[src/rtl/ccc_cfg_pkg.sv]
// Shared types and constants for the CCC dynamic-configuration APB master.
// Callers use the named register addresses when building commands.
package ccc_cfg_pkg;

    localparam int APB_AW = 6;
    localparam int APB_DW = 8;

    typedef enum logic [2:0] {
        ST_IDLE,
        ST_SETUP,
        ST_ACCESS,
        ST_LOCK_WAIT,
        ST_RESP
    } cfg_state_t;

    typedef struct packed {
        logic              write;
        logic [APB_AW-1:0] addr;
        logic [APB_DW-1:0] wdata;
        logic              wait_lock;
    } cfg_cmd_t;

    localparam logic [APB_AW-1:0] CCC_REG_PLL_CTRL  = 6'h00;
    localparam logic [APB_AW-1:0] CCC_REG_PLL_REF   = 6'h01;
    localparam logic [APB_AW-1:0] CCC_REG_PLL_FB    = 6'h02;
    localparam logic [APB_AW-1:0] CCC_REG_PLL_POST  = 6'h03;
    localparam logic [APB_AW-1:0] CCC_REG_OUT0_DIV  = 6'h05;
    localparam logic [APB_AW-1:0] CCC_REG_OUT1_DIV  = 6'h06;
    localparam logic [APB_AW-1:0] CCC_REG_STATUS    = 6'h2A;

endpackage

[src/rtl/ccc_lock_sync.sv]
// PLL LOCK synchronizer with falling-edge detect and a stability filter
// that reports when LOCK has been continuously high for LOCK_STABLE cycles.
module ccc_lock_sync #(
    parameter int LOCK_STABLE = 16
) (
    input  logic clk,
    input  logic rst_n,
    input  logic lock,
    input  logic en,
    input  logic clr,
    output logic lock_sync,
    output logic lock_fall,
    output logic lock_stable_done
);

    localparam logic [7:0] STABLE_MAX = 8'(LOCK_STABLE);
    localparam logic [7:0] STABLE_M1  = 8'(LOCK_STABLE - 1);

    logic       s1;
    logic       s2;
    logic       s3;
    logic [7:0] cnt;

    always_ff @(posedge clk or negedge rst_n) begin
        if (!rst_n) begin
            s1 <= 1'b0;
            s2 <= 1'b0;
            s3 <= 1'b0;
        end else begin
            s1 <= lock;
            s2 <= s1;
            s3 <= s2;
        end
    end

    always_ff @(posedge clk or negedge rst_n) begin
        if (!rst_n) begin
            cnt <= '0;
        end else if (clr) begin
            cnt <= '0;
        end else if (en) begin
            if (!s2)
                cnt <= '0;
            else if (cnt != STABLE_MAX)
                cnt <= cnt + 8'd1;
        end
    end

    // Done when this cycle's count brings the run of high samples to LOCK_STABLE.
    assign lock_stable_done = en & s2 & (cnt >= STABLE_M1);
    assign lock_sync        = s2;
    assign lock_fall        = s3 & ~s2;

endmodule

[src/rtl/ccc_apb_cfg_master.sv]
// APB initiator for the CCC dynamic-configuration port: one fixed two-cycle
// transfer per command, optionally followed by a filtered wait for PLL LOCK.
module ccc_apb_cfg_master
    import ccc_cfg_pkg::*;
#(
    parameter int LOCK_STABLE  = 16,
    parameter int LOCK_TIMEOUT = 4096,
    parameter int TO_W         = 13
) (
    input  logic              PCLK,
    input  logic              PRESET_N,
    input  logic              cmd_valid,
    output logic              cmd_ready,
    input  logic              cmd_write,
    input  logic [APB_AW-1:0] cmd_addr,
    input  logic [APB_DW-1:0] cmd_wdata,
    input  logic              cmd_wait_lock,
    output logic              rsp_valid,
    output logic [APB_DW-1:0] rsp_rdata,
    output logic              rsp_err,
    output logic              PSEL,
    output logic              PENABLE,
    output logic              PWRITE,
    output logic [APB_AW-1:0] PADDR,
    output logic [APB_DW-1:0] PWDATA,
    input  logic [APB_DW-1:0] PRDATA,
    input  logic              LOCK,
    output logic              lock_sync,
    output logic              lock_lost
);

    localparam logic [TO_W-1:0] TO_MAX  = TO_W'(LOCK_TIMEOUT);
    localparam logic [TO_W-1:0] TO_LAST = TO_W'(LOCK_TIMEOUT - 1);

    cfg_state_t  state;
    cfg_state_t  state_nxt;
    cfg_cmd_t    cmd_q;
    logic [TO_W-1:0] to_cnt;
    logic        timeout;
    logic        handshake;
    logic        apb_sel;
    logic        lock_fall;
    logic        stable_done;
    logic        rsp_enter;

    ccc_lock_sync #(
        .LOCK_STABLE (LOCK_STABLE)
    ) u_lock_sync (
        .clk              (PCLK),
        .rst_n            (PRESET_N),
        .lock             (LOCK),
        .en               (state == ST_LOCK_WAIT),
        .clr              (state == ST_ACCESS),
        .lock_sync        (lock_sync),
        .lock_fall        (lock_fall),
        .lock_stable_done (stable_done)
    );

    // Gated by reset so every output reads 0 while PRESET_N is low.
    assign cmd_ready = (state == ST_IDLE) & PRESET_N;
    assign handshake = cmd_valid & cmd_ready;
    assign timeout   = (to_cnt >= TO_LAST);

    always_comb begin
        state_nxt = state;
        unique case (state)
            ST_IDLE:      if (handshake) state_nxt = ST_SETUP;
            ST_SETUP:     state_nxt = ST_ACCESS;
            ST_ACCESS:    state_nxt = (cmd_q.write & cmd_q.wait_lock)
                                      ? ST_LOCK_WAIT : ST_RESP;
            ST_LOCK_WAIT: if (stable_done || timeout) state_nxt = ST_RESP;
            ST_RESP:      state_nxt = ST_IDLE;
            default:      state_nxt = ST_IDLE;
        endcase
    end

    assign rsp_enter = (state_nxt == ST_RESP) & (state != ST_RESP);

    always_ff @(posedge PCLK or negedge PRESET_N) begin
        if (!PRESET_N) begin
            state     <= ST_IDLE;
            cmd_q     <= '0;
            to_cnt    <= '0;
            rsp_rdata <= '0;
            rsp_err   <= 1'b0;
            lock_lost <= 1'b0;
        end else begin
            state <= state_nxt;
            if (handshake)
                cmd_q <= '{cmd_write, cmd_addr, cmd_wdata, cmd_wait_lock};
            if (state == ST_ACCESS)
                to_cnt <= '0;
            else if (state == ST_LOCK_WAIT && to_cnt != TO_MAX)
                to_cnt <= to_cnt + 1'b1;
            // Success has priority when both conditions land together.
            if (rsp_enter) begin
                rsp_rdata <= (state == ST_ACCESS && !cmd_q.write) ? PRDATA : '0;
                rsp_err   <= (state == ST_LOCK_WAIT) & ~stable_done;
            end
            if (handshake)
                lock_lost <= 1'b0;
            else if (lock_fall && state == ST_IDLE)
                lock_lost <= 1'b1;
        end
    end

    assign apb_sel   = (state == ST_SETUP) | (state == ST_ACCESS);
    assign PSEL      = apb_sel;
    assign PENABLE   = (state == ST_ACCESS);
    assign PWRITE    = apb_sel & cmd_q.write;
    assign PADDR     = apb_sel ? cmd_q.addr  : '0;
    assign PWDATA    = apb_sel ? cmd_q.wdata : '0;
    assign rsp_valid = (state == ST_RESP);

endmodule

[config.mk]
export PLATFORM = sky130hd
export DESIGN_NAME = ccc_apb_cfg_master
export DESIGN_NICKNAME = d
export VERILOG_FILES = /design/src/rtl/ccc_cfg_pkg.sv /design/src/rtl/ccc_lock_sync.sv /design/src/rtl/ccc_apb_cfg_master.sv
export SDC_FILE = /design/constraint.sdc
export NUM_CORES = 1
export LEC_CHECK = 0
export CAP_MARGIN = 20
export CORE_MARGIN = 2
export CORE_UTILIZATION = 50
export DETAILED_ROUTE_END_ITERATION = 12
export GPL_ROUTABILITY_DRIVEN = 0
export PLACE_DENSITY_LB_ADDON = 0.05
export SLEW_MARGIN = 20
export SYNTH_ARGS = -nofsm -noshare
export SYNTH_HDL_FRONTEND = slang
export SYNTH_SLANG_ARGS = --single-unit
export TNS_END_PERCENT = 1
[constraint.sdc]
create_clock -name PCLK -period 3.3 [get_ports PCLK]
set_clock_uncertainty 0.15 [all_clocks]
set_input_delay 0.99 -clock PCLK [delete_from_list [all_inputs] [get_ports PCLK]]
set_output_delay 0.99 -clock PCLK [all_outputs]
set_load 0.02 [all_outputs]
==> impl_metrics.toml <==
[logic_synthesis]
synth_fp_nets = 283
avgSynthCellArea_um2 = 10.4
synth_top_area_frac = 0.510
synth_seq_area_share = 0.510
synth-warning-count = 0
synthCells = 251
ys_top_cells_by_area = "dfrtp_1, mux2_2, nand2_1"
netlist_area_mm2 = 0.00260
synth_area_leader_cell = "dfrtp_1"
ys_ff_latch = 53
yosysUniqueCellTypes = 48

[grt]
grt-ovfl-total = 0
first_global_vias = 2066
grt_max_degree = 54
grtUsageTotal = 0.207
grt_pass1_wl_um = 9720
antenna_found_initial = 0

[sta]
period_share = 0.943
fin_crit_ns = 3.11
final_hold_viol_count = 0
worst_slew_pin_slew_ns = 0.669
slew_headroom = 0.554
maxSlewViolCount = 0
rsz0062_at_grt = "false"
hold_slack_ns = 0.234
fin_tns_setup_ns = 0
fmax_ghz = 0.321
setup_viol = 0

[floorplan]
core_area_mm2 = 0.00507
initial_core_util = 0.512
fp-row-count = 26
die_y_um = 76.1
io_pins = 58
die_x_um = 76.1
die_area_mm2 = 0.00579

[power_and_ir_drop]
pwr_density_cell_mw_per_mm2 = 770
fin_total_pwr_mw = 2.55
leakagePower_nw = 1.40
ir_drop_mv = 0.514

[cells_and_area]
final_cell_mix = "clkdlybuf4s50_1, dfrtp_1, nand2_1"
nFillCells = 452
layout-drive-gt1-share = 0.119
fin_nets = 343
diodes = 0
finish.instance_area_mm2 = 0.00331
area.growth.synth_to_final_pct = 27.3
fin_util = 0.652
final_common_cell = "clkdlybuf4s50_1"

[run_status]
status = "finished, final reports clean"

[worst_setup_path]
crit_type = "register to primary output"
slowest_delay_ns = 0.61
reg2reg_from = "state[2]$_DFF_PN0_"
arrival_ns = 1.97
crit_slowest_cell = "clkdlybuf4s50_1"
cp_max_fo = 16
reg2reg_slack_ns = 1.34
rr_worst_depth = 4
start_kind = "register"
crit_start = "state[0]$_DFF_PN0_"
worstSetupEndpointType = "primary output"
path_cells = "xnor2_1 -> nor2_1 -> buf_4 -> and2_1 -> clkdlybuf4s50_1"
crit_required_ns = 2.16

[placement]
dpl-instance-area_mm2 = 0.00322
port_buffers = 57
dp_hpwl_um = 3890

[flow_run]
drv_cap = 0

[route]
routed_via_density = 5.35
drt_iter0_markers = 123
wirelength_um = 5510
drtPass1Iterations = 4
vias = 2043
wl_per_cell_um = 14.4
drtAntennaViolNets = 0
drc_errors = 0

[clock_network]
post-cts-setup-buffers = 0
htree_levels = 2
cts_made_buffers = 5
insertion_delay_ns = 0.31
cts_hold_buf = 0
cts_root_buf = "clkbuf_8"
clk_pin_slew_worst_paths_ns = 0.11
clockBufferDepth = 2
cts_resized = 0
cts_tree = "built"
clock_sinks = 53

[hold_path]
hold_path_class = "register to register"
hp-start = "u_lock_sync.s1$_DFF_PN0_"
hold_depth = 0
critical path: cells and delay by family (launching register included):
kind          cells  cell delay [ns]
xor+xnor          1             0.16
buf+inv           2             0.80
flops             1             0.47
simple gates      2             0.24
synth_stat cells (all sizes together):
library cell / n
a31o: 1
ha: 4
a21oi: 6
nand2: 34
or2: 1
a21o: 1
a22oi: 1
o21ai: 17
inv: 11
or3b: 1
o31ai: 1
nor4b: 2
nand3: 8
nor3: 7
o31a: 1
and2: 18
xnor2: 6
nor2: 15
and3b: 1
o21a: 2
o41ai: 1
nor4: 4
xor2: 1
nand2b: 1
o211ai: 2
a41o: 1
buf: 6
nand4: 4
a31oi: 11
a22o: 2
nor3b: 2
mux2: 16
dfrtp: 53
nand3b: 1
clkbuf: 2
o311ai: 1
nand4b: 1
or3: 4
area by class of cell:
cell class	count	area [µm²]	area share
Clock inverter	3	26.3	0.00794
Timing Repair Buffer	61	596	0.180
Multi-Input combinational cell	179	1160	0.352
Sequential cell	53	1330	0.401
Inverter	11	41.3	0.0125
Tap cell	70	87.6	0.0265
Clock buffer	5	68.8	0.0208
worst paths after layout:
kind	endpoint
setup / recovery	PWDATA[7]
hold / removal	u_lock_sync.lock_sync$_DFF_PN0_
setup reg to reg	to_cnt[7]$_DFFE_PN0P_
hold reg to reg	u_lock_sync.lock_sync$_DFF_PN0_
max in group asynchronous	to_cnt[9]$_DFFE_PN0P_
min in group asynchronous	u_lock_sync.s1$_DFF_PN0_
report_power, final:
group	internal (mW)	switching, mW
combinational	0.594	0.620
sequential	0.829	0.120
clock	0.155	0.230
per-layer routing:
metal  routed length [µm]  share of wire  global-route usage
met1                 2590           0.47               0.275
met2                 2520           0.46               0.337
met3                  340          0.062              0.0581
met4                   57          0.010              0.0545
met5                    0              0                   0
through the flow:
step                setup slack, ns  cells
floorplan                     0.712    251
global placement              0.284    374
CTS                           0.158    382
finish                        0.189    382
global route                 0.0680    382
detailed placement            0.287    374
registers in the layout, summed over array words and instances (netlist names):
register	flops
cmd_q	16
u_lock_sync.s3	1
rsp_rdata	8
to_cnt	13
u_lock_sync.cnt	8
lock_lost	1
u_lock_sync.s1	1
u_lock_sync.lock_sync	1
rsp_err	1
state	3
cells by family after synthesis:
group / synth area share
buf+inv: 0.0419
fa+ha+maj: 0.0193
mux: 0.0693
simple gates: 0.215
flops: 0.510
compound gates: 0.121
xor+xnor: 0.0236
Power figures use the tool's default switching activity.
